**config.mk**
```make
export PLATFORM = sky130hd
export DESIGN_NAME = wb_pull_fifo
export DESIGN_NICKNAME = d
export VERILOG_FILES = /design/src/rtl/wb_pull_fifo.sv
export SDC_FILE = /design/constraint.sdc
export NUM_CORES = 1
export LEC_CHECK = 0
export ABC_AREA = 1
export ABC_CLOCK_PERIOD_IN_PS = 5700
export BUFFER_PORTS_ARGS = -buffer_cell sky130_fd_sc_hd__buf_2
export CAP_MARGIN = 15
export CORE_UTILIZATION = 50
export DETAILED_ROUTE_END_ITERATION = 7
export GPL_TIMING_DRIVEN = 0
export PLACE_DENSITY = 0.67
export REMOVE_ABC_BUFFERS = 1
export SLEW_MARGIN = 0
export SYNTH_ARGS = -nofsm -noshare
export SYNTH_HDL_FRONTEND = slang
export SYNTH_SLANG_ARGS = --single-unit
```
**constraint.sdc**
```tcl
create_clock -name clk_i -period 5.7 [get_ports clk_i]
set_clock_uncertainty 0.2 [all_clocks]
set_input_delay 0.285 -clock clk_i [delete_from_list [all_inputs] [get_ports clk_i]]
set_output_delay 0.285 -clock clk_i [all_outputs]
set_load 0.03 [all_outputs]
```
**src/rtl/wb_pull_fifo.sv**
```systemverilog
// Read-direction byte FIFO. A Wishbone controller port prefetches bytes from an
// upstream source, one single read at a time. A Wishbone device port pops one byte
// per accepted read from a downstream consumer.
module wb_pull_fifo #(
  parameter int unsigned ADDR_WIDTH = 4
) (
  input  logic                  clk_i,
  input  logic                  rst_ni,
  // Source (controller) port
  output logic                  src_cyc_o,
  output logic                  src_stb_o,
  output logic                  src_we_o,
  input  logic                  src_stall_i,
  input  logic                  src_ack_i,
  input  logic [7:0]            src_dat_i,
  // Consumer (device) port
  input  logic                  snk_cyc_i,
  input  logic                  snk_stb_i,
  input  logic                  snk_we_i,
  output logic                  snk_stall_o,
  output logic                  snk_ack_o,
  output logic [7:0]            snk_dat_o,
  // Status
  output logic [ADDR_WIDTH:0]   level_o,
  output logic                  empty_o,
  output logic                  full_o
);

  localparam int unsigned Depth = 2 ** ADDR_WIDTH;
  localparam logic [ADDR_WIDTH:0] DepthCnt = (ADDR_WIDTH + 1)'(Depth);

  typedef enum logic [1:0] {StIdle, StReq, StWait} src_state_e;

  src_state_e            state_q;
  logic                  src_cyc_q, src_stb_q;
  logic [7:0]            mem_q [Depth];
  logic [ADDR_WIDTH-1:0] wptr_q, rptr_q;
  logic [ADDR_WIDTH:0]   count_q, count_d;
  logic                  snk_ack_q;
  logic [7:0]            snk_dat_q;

  logic push, accept, pop;

  // Acks are only meaningful while a read is outstanding.
  assign push   = (state_q == StWait) & src_ack_i;
  assign accept = snk_cyc_i & snk_stb_i & ~snk_stall_o;
  assign pop    = accept & ~snk_we_i;

  assign empty_o     = (count_q == '0);
  assign full_o      = (count_q == DepthCnt);
  assign level_o     = count_q;
  assign snk_stall_o = empty_o;
  assign snk_ack_o   = snk_ack_q;
  assign snk_dat_o   = snk_dat_q;
  assign src_cyc_o   = src_cyc_q;
  assign src_stb_o   = src_stb_q;
  assign src_we_o    = 1'b0;

  // Occupancy next state: simultaneous push and pop leaves it unchanged.
  always_comb begin
    count_d = count_q;
    unique case ({push, pop})
      2'b10:   count_d = count_q + 1'b1;
      2'b01:   count_d = count_q - 1'b1;
      default: count_d = count_q;
    endcase
  end

  // Source FSM with registered bus outputs; one read outstanding at a time.
  always_ff @(posedge clk_i or negedge rst_ni) begin
    if (!rst_ni) begin
      state_q   <= StIdle;
      src_cyc_q <= 1'b0;
      src_stb_q <= 1'b0;
    end else begin
      unique case (state_q)
        StIdle: begin
          // Starting at Depth-1 is safe: count can only fall during the fetch.
          if (count_q < DepthCnt) begin
            state_q   <= StReq;
            src_cyc_q <= 1'b1;
            src_stb_q <= 1'b1;
          end
        end
        StReq: begin
          if (!src_stall_i) begin
            state_q   <= StWait;
            src_stb_q <= 1'b0;
          end
        end
        StWait: begin
          if (src_ack_i) begin
            state_q   <= StIdle;
            src_cyc_q <= 1'b0;
          end
        end
        default: begin
          state_q   <= StIdle;
          src_cyc_q <= 1'b0;
          src_stb_q <= 1'b0;
        end
      endcase
    end
  end

  // Pointers and occupancy.
  always_ff @(posedge clk_i or negedge rst_ni) begin
    if (!rst_ni) begin
      wptr_q  <= '0;
      rptr_q  <= '0;
      count_q <= '0;
    end else begin
      if (push) wptr_q <= wptr_q + 1'b1;
      if (pop)  rptr_q <= rptr_q + 1'b1;
      count_q <= count_d;
    end
  end

  // Byte storage; contents are don't-care after reset.
  always_ff @(posedge clk_i) begin
    if (push) mem_q[wptr_q] <= src_dat_i;
  end

  // Consumer response: one ack per accepted request, data only updated on a pop.
  always_ff @(posedge clk_i or negedge rst_ni) begin
    if (!rst_ni) begin
      snk_ack_q <= 1'b0;
      snk_dat_q <= '0;
    end else begin
      snk_ack_q <= accept;
      if (pop) snk_dat_q <= mem_q[rptr_q];
    end
  end

endmodule

```
==> results.py <==
metrics = {
    "worst_setup_path": {
        "r2r-end": "snk_dat_o[7]",
        "cp_data_arrival_time_ns": 3.00,
        "endpoint": "snk_dat_o[7]",
        "critPathKind": "flop to flop",
        "start_kind": "flop",
        "cp-startpoint": "rptr_q[0]",
        "critPathMaxFanout": 64,
        "worst-r2r-cell-count": 9,
        "crit_required_ns": 5.81,
        "timing.rr.start": "rptr_q[0]",
        "reg2reg_slack_ns": 2.81,
        "worstSetupEndpointType": "flop",
    },
    "global_route": {
        "overflow": 0,
        "grt_use_total": 0.2218,
        "antenna_found_initial": 0,
        "grt_pass1_wl_um": 23210,
        "grt_start_max_net_pins": 65,
        "grt_pass1_vias": 4447,
    },
    "clock_network": {
        "cts.sinks": 154,
        "cts_buffer_depth": 2,
        "clockRootBuffer": "clkbuf_16",
        "clk_latency_ns": 0.42,
        "cts_resized": 0,
        "cts_tree": "done",
        "clkSlewWorstSetupHoldPaths_ns": 0.06,
        "cts_buffers": 17,
        "h-tree-depth": 4,
    },
    "synth": {
        "synth_edf_count": 128,
        "synth_area_um2": 6904,
        "synth_area_leaders": "edfxtp_1 (56%), nand2_1 (12%), dfrtp_1 (9.4%), nand3_1 (7.5%), inv_1 (6.4%)",
        "ys_types": 28,
        "async_reset_ff_frac": 0.1688,
        "yosys_warnings": 0,
        "synth-seq-area-share": 0.6510,
        "yosysTopAreaCellShare": 0.5567,
        "syn_inst": 690,
        "avgSynthCellArea_um2": 10.01,
        "yosysTopAreaCell": "edfxtp_1",
        "synth_flop_cell": "edfxtp_1",
        "synth-seq-cells": 154,
    },
    "sta": {
        "slew_violations": 0,
        "relSlewSlack": 0.2384,
        "setup_ws_ns": 2.813,
        "hold_viol": 0,
        "rsz0062_at_grt": "false",
        "finalCritPeriodShare": 0.5066,
        "max_clock_freq_mhz": 346.3,
        "finalSetupTns_ns": 0,
        "setup_viol": 0,
        "tightest_slew_ns": 1.141,
        "min_period_ns": 2.887,
    },
    "finish": {
        "n_fill_cell": 1133,
        "antenna_cells": 0,
        "multiInputGateArea_um2": 1769,
        "layout-drive-gt1-share": 0.1061,
        "finish.instance_area_um2": 7796,
        "finalNetCount": 748,
        "register_area_um2": 4496,
        "area_growth_syn_to_layout_pct": 12.92,
    },
    "placed_design": {
        "place_ws_ns": 2.852,
        "portBuffers": 33,
        "finalWeightedCongestion": 0.7717,
        "place_area_um2": 7163,
        "hpwl_um": 8923,
    },
    "floorplan": {
        "placementRows": 42,
        "boundaryPins": 35,
        "dieArea_um2": 14280,
        "start_util": 0.5172,
        "coreArea_um2": 13350,
        "die_y_um": 119.5,
        "die_w_um": 119.5,
    },
    "min_path": {
        "hold_path_class": "primary input to flop",
        "hold_depth": 4,
    },
    "power": {
        "power_density_nw_per_um2": 482.5,
        "ir_drop_mv": 0.2841,
        "total_leakage_power_uw": 0.003513,
    },
    "run_status": {
        "status": "completed",
    },
    "job": {
        "drv_cap": 0,
    },
    "routing": {
        "num_vias": 4637,
        "first_pass_iters": 7,
        "drtAntennaViolNets": 0,
        "wl_per_cell_um": 16.00,
        "drc": 0,
        "routed_wl_um": 14580,
        "drtIter0Drc": 325,
        "vias_per_cell": 5.090,
    },
}
-- Yosys cell counts (2+ instances only) --
library cell and instances:
clkinv_1 2, nand3_1 103, inv_1 118, o21ai_0 5
xnor2_1 2, dfrtp_1 26, buf_4 6, inv_2 4
ha_1 9, a21oi_1 2, nand4_1 2, nor3_1 2
nand2_1 225, buf_2 15, xor2_1 6, buf_6 5
edfxtp_1 128, nor2_1 20
-- cell usage in the layout, fill, tap and decap left out, types with 4 or more instances in the layout --
master	count
nand2_1	225
edfxtp_1	128
inv_1	118
nand3_1	103
buf_2	33
dfrtp_1	25
nor2_1	20
clkbuf_16	17
ha_1	9
clkinv_2	8
xor2_1	6
o21ai_0	5
inv_2	4
dlygate4sd3_1	4
-- critical path: stages (launching register included) --
cell and delay, ns:
dfrtp_2 0.63, buf_12 0.28, inv_2 0.83, nand2_1 0.12, nand3_1 0.12, nand3_1 0.13
nand3_1 0.19, nand2_1 0.07, nand2_1 0.08, nand2_1 0.06
-- cells by family after synthesis --
group / after synthesis / share of synthesized area
other: 1 / 0.0005432
DFF: 154 / 0.6510
AOI/OAI and AO/OA: 10 / 0.008156
and+or+nand+nor: 356 / 0.2175
buffers and inverters: 151 / 0.09351
xor gates and xnor gates: 8 / 0.01015
adders and majority gates: 10 / 0.01921
-- layer usage --
metal / vias up / routed length, um / track usage
met3: 29 / 648 / 0.03850
met5: - / 0 / 0
met2: 128 / 7142 / 0.3605
li1: 2264 / - / -
met4: 0 / 489 / 0.1203
met1: 2216 / 6297 / 0.2843
-- final cells by class --
cell class              instances  share of cell area
flip-flops and latches        154              0.5766
multi-input cells             385              0.2269
inverters                     124             0.05970
clock buffers                  17             0.05457
repair buffers                 41             0.03691
well taps                     176             0.02825
clock inverters                14             0.01701
-- stage by stage --
stage | total power, uW | utilization | std cells | hold slack (ns)
2_1_floorplan | 2273 | - | 663 | -0.2106
3_3_place_gp | 2639 | 0.5326 | 872 | 0.1215
3_5_place_dp | 2698 | 0.5367 | 874 | 0.1331
4_1_cts | 3763 | 0.5815 | 909 | 0.002719
5_1_grt | 3989 | 0.5841 | 911 | 0.03079
6_report | 3762 | 0.5841 | 911 | 0.01900
-- what timing repair did --
item / 4_1_cts / 5_1_grt
hold buffers: 4 / 0
setup buffers: 0 / 0
setup endpoints to repair: 0 / 0
endpoints found under the hold margin: 29 / 0
-- where the power goes --
part / total (uW) / switching [uW] / leakage [uW] / internal, uW
Combinational: 1210 / 809 / 0.00177 / 396
Sequential: 1490 / 161 / 0.00147 / 1330
Clock: 1060 / 430 / 0.000278 / 634
-- worst min-delay path by stage --
stage	startpoint	to	slack [ns]
6_report	snk_we_i	snk_dat_o[1]	0.02
5_1_grt	snk_we_i	snk_dat_o[1]	0.03
4_1_cts	snk_we_i	snk_dat_o[4]	0.003
3_5_place_dp	rst_ni	level_o[0]	0.13
3_3_place_gp	rst_ni	level_o[0]	0.12
2_1_floorplan	rst_ni	level_o[0]	-0.21
-- flip-flops by register name, indices dropped and copies added (netlist names) --
signal     cells
snk_ack_o      1
mem_q        128
wptr_q         4
snk_dat_o      8
src_cyc_o      1
state_q        2
src_stb_o      1
rptr_q         4
level_o        5
Power figures use the tool's default switching activity.
